[config.mk]
export PLATFORM = sky130hd
export DESIGN_NAME = result_collector
export DESIGN_NICKNAME = d
export VERILOG_FILES = /design/src/rtl/result_collector.sv
export SDC_FILE = /design/constraint.sdc
export NUM_CORES = 1
export LEC_CHECK = 0
export BUFFER_PORTS_ARGS = -buffer_cell sky130_fd_sc_hd__buf_2
export CORE_MARGIN = 5
export CORE_UTILIZATION = 50
export DETAILED_ROUTE_END_ITERATION = 7
export MAX_ROUTING_LAYER = met4
export PLACE_DENSITY = 0.73
export SLEW_MARGIN = 0
export SYNTH_ARGS = -nofsm -noshare
export SYNTH_HDL_FRONTEND = slang
export SYNTH_SLANG_ARGS = --single-unit
export TNS_END_PERCENT = 1
[constraint.sdc]
create_clock -name clk -period 5 [get_ports clk]
set_clock_uncertainty 0.05 [all_clocks]
set_input_delay 0.75 -clock clk [delete_from_list [all_inputs] [get_ports clk]]
set_output_delay 0.75 -clock clk [all_outputs]
set_load 0.005 [all_outputs]
[src/rtl/result_collector.sv]
// Collects per-channel cascade results into double-banked sweeps and streams each sweep in channel order.
// Latency: first beat one cycle after the completing write; o_rdy stalls hold the beat; a sweep completing while the previous one is still draining is dropped with ovf.
module result_collector #(
    parameter int CHANELS     = 4,
    parameter int PH_WIDTH    = 32,
    parameter int AC_WIDTH    = 32,
    parameter int SWEEP_WIDTH = 16
) (
    input  logic                        clk,
    input  logic                        rstn,
    input  logic                        i_vld,
    input  logic [$clog2(CHANELS)-1:0]  i_addr,
    input  logic signed [PH_WIDTH-1:0]  i_ph,
    input  logic [AC_WIDTH-1:0]         i_ac,
    output logic                        o_vld,
    input  logic                        o_rdy,
    output logic [$clog2(CHANELS)-1:0]  o_chan,
    output logic signed [PH_WIDTH-1:0]  o_ph,
    output logic [AC_WIDTH-1:0]         o_ac,
    output logic [SWEEP_WIDTH-1:0]      o_sweep,
    output logic                        o_last,
    output logic                        ovf,
    output logic                        dup_err
);

    localparam int AW = $clog2(CHANELS);
    localparam logic [AW-1:0] LAST_IDX = AW'(CHANELS - 1);

    typedef enum logic {IDLE, SEND} state_t;

    state_t                     state_q, state_d;
    logic                       bank_q, bank_d;
    logic [CHANELS-1:0]         fresh_q, fresh_d;
    logic [SWEEP_WIDTH-1:0]     sweep_cnt_q, sweep_cnt_d;
    logic [AW-1:0]              o_chan_q, o_chan_d;
    logic signed [PH_WIDTH-1:0] o_ph_q, o_ph_d;
    logic [AC_WIDTH-1:0]        o_ac_q, o_ac_d;
    logic [SWEEP_WIDTH-1:0]     o_sweep_q, o_sweep_d;
    logic                       o_last_q, o_last_d;
    logic                       ovf_q, ovf_d;
    logic                       dup_q, dup_d;
    logic signed [PH_WIDTH-1:0] ph_mem_q [2][CHANELS];
    logic signed [PH_WIDTH-1:0] ph_mem_d [2][CHANELS];
    logic [AC_WIDTH-1:0]        ac_mem_q [2][CHANELS];
    logic [AC_WIDTH-1:0]        ac_mem_d [2][CHANELS];

    logic               wr_en;
    logic               complete;
    logic               last_hs;
    logic               swap_ok;
    logic [CHANELS-1:0] fresh_set;

    always_comb begin
        state_d     = state_q;
        bank_d      = bank_q;
        sweep_cnt_d = sweep_cnt_q;
        o_chan_d    = o_chan_q;
        o_ph_d      = o_ph_q;
        o_ac_d      = o_ac_q;
        o_sweep_d   = o_sweep_q;
        o_last_d    = o_last_q;
        ph_mem_d    = ph_mem_q;
        ac_mem_d    = ac_mem_q;
        fresh_set   = fresh_q;

        wr_en = i_vld && (int'(i_addr) < CHANELS);
        if (wr_en) begin
            fresh_set[i_addr]        = 1'b1;
            ph_mem_d[bank_q][i_addr] = i_ph;
            ac_mem_d[bank_q][i_addr] = i_ac;
        end
        complete = wr_en && (&fresh_set);
        last_hs  = (state_q == SEND) && o_rdy && (o_chan_q == LAST_IDX);
        swap_ok  = (state_q == IDLE) || last_hs;

        ovf_d   = complete && !swap_ok;
        dup_d   = wr_en && fresh_q[i_addr];
        fresh_d = complete ? '0 : fresh_set;
        if (complete) begin
            sweep_cnt_d = sweep_cnt_q + 1'b1;
        end

        if (complete && swap_ok) begin
            // Read from the _d view so a completing write to channel 0 is seen by beat 0.
            bank_d    = ~bank_q;
            state_d   = SEND;
            o_chan_d  = '0;
            o_ph_d    = ph_mem_d[bank_q][0];
            o_ac_d    = ac_mem_d[bank_q][0];
            o_sweep_d = sweep_cnt_q;
            o_last_d  = (CHANELS == 1);
        end else if ((state_q == SEND) && o_rdy) begin
            if (o_chan_q == LAST_IDX) begin
                state_d  = IDLE;
                o_last_d = 1'b0;
            end else begin
                o_chan_d = o_chan_q + 1'b1;
                o_ph_d   = ph_mem_q[~bank_q][o_chan_d];
                o_ac_d   = ac_mem_q[~bank_q][o_chan_d];
                o_last_d = (o_chan_d == LAST_IDX);
            end
        end
    end

    always_ff @(posedge clk or negedge rstn) begin
        if (!rstn) begin
            state_q     <= IDLE;
            bank_q      <= 1'b0;
            fresh_q     <= '0;
            sweep_cnt_q <= '0;
            o_chan_q    <= '0;
            o_ph_q      <= '0;
            o_ac_q      <= '0;
            o_sweep_q   <= '0;
            o_last_q    <= 1'b0;
            ovf_q       <= 1'b0;
            dup_q       <= 1'b0;
            ph_mem_q    <= '{default: '0};
            ac_mem_q    <= '{default: '0};
        end else begin
            state_q     <= state_d;
            bank_q      <= bank_d;
            fresh_q     <= fresh_d;
            sweep_cnt_q <= sweep_cnt_d;
            o_chan_q    <= o_chan_d;
            o_ph_q      <= o_ph_d;
            o_ac_q      <= o_ac_d;
            o_sweep_q   <= o_sweep_d;
            o_last_q    <= o_last_d;
            ovf_q       <= ovf_d;
            dup_q       <= dup_d;
            ph_mem_q    <= ph_mem_d;
            ac_mem_q    <= ac_mem_d;
        end
    end

    assign o_vld   = (state_q == SEND);
    assign o_chan  = o_chan_q;
    assign o_ph    = o_ph_q;
    assign o_ac    = o_ac_q;
    assign o_sweep = o_sweep_q;
    assign o_last  = o_last_q;
    assign ovf     = ovf_q;
    assign dup_err = dup_q;

endmodule

### Word-level counts from Yosys, hierarchy flattened

Cells that the tools add are included.

* $add $sub $neg: 2
* $mul: 0
* divide/modulo/power cells: 0
* magnitude comparators: 8
* eq/ne operators: 3
* shifts and indexed selects: 0
* multiplexer cells: 47
* bitwise logic cells: 7
* reductions and logical operators: 16

Operators by type and width (count)
* 2-to-1 mux 128 bit: 13
* bitwise mux 256 bit: 2
* 2-to-1 mux 256 bit: 2
* 2-to-1 mux 32 bit: 11
* binary-select mux 32 bit (select 2 bit): 2
* demux 128 bit (select 1 bit): 1
* demux 32 bit (select 2 bit): 1
* adder 16 x 1 -> 16 bit, second input constant: 1
* logical AND 1 bit: 9
* 2-to-1 mux 1 bit: 8
* 2-to-1 mux 4 bit: 2
* greater-or-equal comparator 3 bit, second input constant: 2
* 2-to-1 mux 2 bit: 3
* inverter 2 -> 3 bit: 2
* == test 2 bit, second input constant: 2
* greater-or-equal comparator 2 bit, second input constant: 2
* inverter 1 -> 2 bit: 2
* OR 4 bit: 1
* AND reduction 2 bit: 2
* AND reduction 4 bit: 1
* nonzero test 2 bit: 2
* less-than comparator 2 x 3 -> 1 bit, second input constant: 1
* less-than comparator 3 x 1 -> 1 bit, second input constant: 1
* adder 2 x 1 -> 2 bit, second input constant: 1
* other kinds (8): 9

* flip-flop bits (word level): 619
* latch bits: 0
* RAM bits: 0
* ROM bits: 0
* bits of input ports: 70
* output and inout bits: 86
* logic and storage cells: 110
* memories: 0

### Depth between registers and ports, before layout

* word-level depth: 13
* mapped depth: 9
* mapped depth without buffers: 6

### Worst setup path after synthesis

OpenSTA, ideal clock, no wires.

* path kind: register -> register
* start point: reg o_chan_q[0], in the netlist o_chan[0]
* end point: reg o_ph_q[12], in the netlist o_ph[12]
* setup time: 0.125 ns
* data arrival time: 2.495 ns
* required time: 4.825 ns
* path slack: 2.331 ns
* stages on the path, launching flop included: 10
* cell sequence: dfrtp_1 clkbuf_1 buf_2 inv_1 ha_1 buf_2 clkbuf_1 mux2i_1 mux2i_1 mux2_2

* word-level cells in the longest chain between the ends: 8

RTL lines
* from (decl): line 35 `logic [AW-1:0] o_chan_q, o_chan_d;`
* from (signal assigned): line 125 `o_chan_q <= o_chan_d;`
* adder 2 x 1 -> 2 bit: line 97 `o_chan_d = o_chan_q + 1'b1;`
* inverter 2 -> 3 bit: line 98 `o_ph_d = ph_mem_q[~bank_q][o_chan_d];`
* binary-select mux 32 bit (select 2 bit): line 98
* 2-to-1 mux 32 bit (not written as such) (2 in series): line 98
* 2-to-1 mux 32 bit: line 93 `if (o_chan_q == LAST_IDX) begin`
* 2-to-1 mux 32 bit: line 92 `end else if ((state_q == SEND) && o_rdy) begin`
* 2-to-1 mux 32 bit: line 83 `if (complete && swap_ok) begin`
* to (signal assigned): line 126 `o_ph_q <= o_ph_d;`
* to (decl): line 36 `logic signed [PH_WIDTH-1:0] o_ph_q, o_ph_d;`

Parallel ways exist; a longest one is shown, timed or not. The select of a mux whose other input is x is not followed.
A chain may end at the register's enable or synchronous reset.

### Worst setup path after layout

* start point: reg bank_q
* end point: reg o_ph_q[1], in the netlist o_ph[1]

* word-level cells in the longest chain between the ends: 11

RTL lines
* from (decl): line 32 `logic bank_q, bank_d;`
* from (signal assigned): line 122 `bank_q <= bank_d;`
* inverter 1 -> 2 bit (not written as such) or inverter 1 bit (tied branches): line 69, 88, 98
* greater-or-equal comparator 2 bit (not written as such), or another cell as far along: line 69 `ph_mem_d[bank_q][i_addr] = i_ph;`
* logical AND 1 bit (not written as such) or 2-to-1 mux 128 bit (tied branches): line 69, 98
* 2-to-1 mux 128 bit (on tied branches): line 69, 98
* demux 128 bit (select 1 bit) or 2-to-1 mux 128 bit (tied branches): line 69, 98
* bitwise mux 256 bit or binary-select mux 32 bit (select 2 bit) (tied branches): line 69, 98
* 2-to-1 mux 256 bit or 2-to-1 mux 32 bit (tied branches): line 67, 98
* 2-to-1 mux 128 bit (not written as such) or 2-to-1 mux 32 bit (tied branches): line 88, 98
* 2-to-1 mux 128 bit (not written as such) or 2-to-1 mux 32 bit (tied branches): line 88, 93
* 2-to-1 mux 128 bit (not written as such) or 2-to-1 mux 32 bit (tied branches): line 88, 92
* 2-to-1 mux 32 bit *: line 83

Mark *: on every way between the ends. The rest lies on a longest branch, timed or not. The select of a mux whose other input is x is not followed.

==> impl_metrics.json <==
{
  "grt_pass1_wl_mm": 106,
  "row_count": 88,
  "io_buffers": 155,
  "syn-num-nets": 1965,
  "antenna_found_initial": 12,
  "met2_usage_pct": 36.0,
  "rsz0062_at_grt": "false",
  "cts_tree": "yes",
  "critPathLaunchType": "flop",
  "vias_per_cell": 5.79,
  "crit_type": "reg2reg",
  "cts_setup_buffers": 0,
  "grtUsageMet3_pct": 3.79,
  "die-area_um2": 62800,
  "finalSetupViolCount": 0,
  "rr_startpoint": "bank_q",
  "clkTransAtPathRegs_ps": 60,
  "hold_class": "in2async",
  "end_kind": "flop",
  "p_total_w": 0.0225,
  "synth_top_cells_by_count": "dfrtp_1 (619), mux2_2 (583), mux2i_1 (192), mux4_2 (129), buf_2 (78)",
  "die_x_um": 251,
  "max_freq_ghz": 0.315,
  "cts_hold_buf": 0,
  "die_h_um": 251,
  "num_vias": 16500,
  "insertion_delay_ps": 590,
  "grt_use_total_pct": 21.8,
  "yosysWarningCount": 0,
  "wire_per_inst_um": 23.1,
  "synth_top_area_cell": "dfrtp_1",
  "place_congestion": 0.746,
  "fill_cells": 4577,
  "slew_viol_final": 0,
  "status": "finished, final reports clean",
  "hold_viol": 0,
  "drt_iter0_markers": 921,
  "crit_required_ps": 5410,
  "synth_cell_type_count": 43,
  "ys_seq_area_share_pct": 53.5,
  "cp.arrival_ps": 3590,
  "fin_crit_sh_pct": 63.5,
  "cts_num_sinks": 619,
  "slew-limit-headroom_pct": 32.1,
  "synth_area_um2": 28900,
  "hpwl_mm": 37.2,
  "worstMarginPinSlew_ps": 1020,
  "grt_max_degree": 130,
  "htree_levels": 3,
  "synth_seq_cells": 619,
  "cts_buffers": 67,
  "avgSynthCellArea_um2": 15.3,
  "r2r_setup_slack_ps": 1820,
  "cap_violations": 0,
  "syn_inst": 1892,
  "postRouteAntennaNets": 0,
  "instances_no_fill": 2845,
  "overflow": 0,
  "ios": 156,
  "initial_utilization_pct": 50.3,
  "core_area_um2": 57500,
  "cts-root-buf": "clkbuf_16",
  "rr_endpoint": "o_ph[1]",
  "power_density_nw_per_um2": 688,
  "dp.cells": 2717,
  "grt_use_met1_pct": 28.3,
  "busiest_layer": "met2",
  "async_flop_share_pct": 100,
  "drt_pre_antenna_iters": 4,
  "drive_gt1_share_pct": 49.1,
  "vdd_drop_max_v": 0.000409,
  "grt_pass1_vias": 18300,
  "p_leak_nw": 14.1,
  "cts_resized": 0,
  "area_growth_pct": 12.9,
  "fin_nets": 2094,
  "synth_top_area_share_pct": 53.5,
  "period_minus_slack_ps": 3180,
  "wirelength_mm": 65.6,
  "synth_enable_flop_cells": 0,
  "r2r_cells": 5,
  "synthFlopType": "dfrtp_1",
  "netlist_top_cells_area": "dfrtp_1 (54%), mux2_2 (23%), mux4_2 (10%)",
  "clk_path_buf_depth": 3,
  "synth_most_common_cell": "dfrtp_1",
  "final.setup.tns_ps": 0,
  "critPathMaxFanout": 102,
  "drcViolationCount": 0
}
## area by class of cell
cell class	instances	area, um^2	area share (%)
antenna	9	22.5	0.0689
timing repair buffer	191	1190	3.65
clock inverter	15	154	0.471
clock buffer	104	2040	6.25
tap	765	957	2.93
multi-input combinational	1137	12800	39.1
inverter	5	18.8	0.0575
sequential	619	15500	47.4
## worst max-delay path, stage by stage (launching register included)
cell and delay, ps:
dfrtp_4 1040, buf_12 620, mux4_2 590, mux2i_1 170, mux2i_1 90, mux2_2 280
## power by group
part | switching, W | internal, W
clock network | 0.00197 | 0.00296
logic | 0.00338 | 0.00514
registers | 0.00156 | 0.00748
total | 0.00690 | 0.0156
## cell families (layout without fill, tap and decap cells)
logic type / after synthesis / count (layout) / share of synthesized area (%)
other: 0 / 9 / 0
buffers and inverters: 136 / 315 / 2.58
adders and majority gates: 3 / 3 / 0.130
xor gates and xnor gates: 16 / 16 / 0.484
DFF: 619 / 619 / 53.5
and+or+nand+nor: 129 / 129 / 2.12
AOI/OAI and AO/OA: 76 / 76 / 1.42
muxes: 913 / 913 / 39.7
## placed cells by master, fill, tap and decap left out, types with 2 or more instances in the layout
master,netlist,final
nor3_1,5,5
nor3b_1,4,2
dfrtp_1,619,617
bufinv_16,0,3
nor4_1,3,3
xor2_1,9,9
mux2_2,583,583
clkbuf_1,21,19
nand4b_1,3,3
mux2_1,9,9
ha_1,3,2
nor2_1,74,74
clkbuf_16,0,71
dfrtp_4,0,2
buf_12,0,11
nor3b_2,1,2
nand2_1,19,19
inv_1,5,5
clkbuf_8,0,14
diode_2,0,9
a21oi_1,65,65
nand4_4,0,2
buf_4,11,25
xnor2_1,7,7
buf_2,78,154
mux2i_1,192,192
nand4_1,6,6
clkinv_2,0,11
nand3_1,3,3
nor3_4,0,3
mux4_2,129,129
## how the worst max path moves through the flow
stage | from | to | slack (ps)
2_1_floorplan | o_chan[0] | o_ph[12] | 2330
3_3_place_gp | i_addr[0] | o_ph[6] | 1540
3_5_place_dp | i_addr[0] | o_ph[7] | 1420
4_1_cts | bank_q | o_ac[24] | 1780
5_1_grt | bank_q | o_ph[1] | 1580
6_report | bank_q | o_ph[1] | 1820
## per-stage QoR
stage	hold slack, ps	utilization [%]	setup slack [ps]	instance area (um^2)
2_1_floorplan	386	-	2330	28900
3_3_place_gp	406	53.0	1540	30400
3_5_place_dp	411	53.0	1420	30400
4_1_cts	267	56.8	1780	32600
5_1_grt	313	56.8	1580	32700
6_report	220	56.8	1820	32700
## metal layers
layer  part of all wire (%)  up-vias
met3                    4.2       82
li1                       -     7300
met5                      0        -
met1                     43     8830
met4                    1.8        0
met2                     51      268
Power figures use the tool's default switching activity.
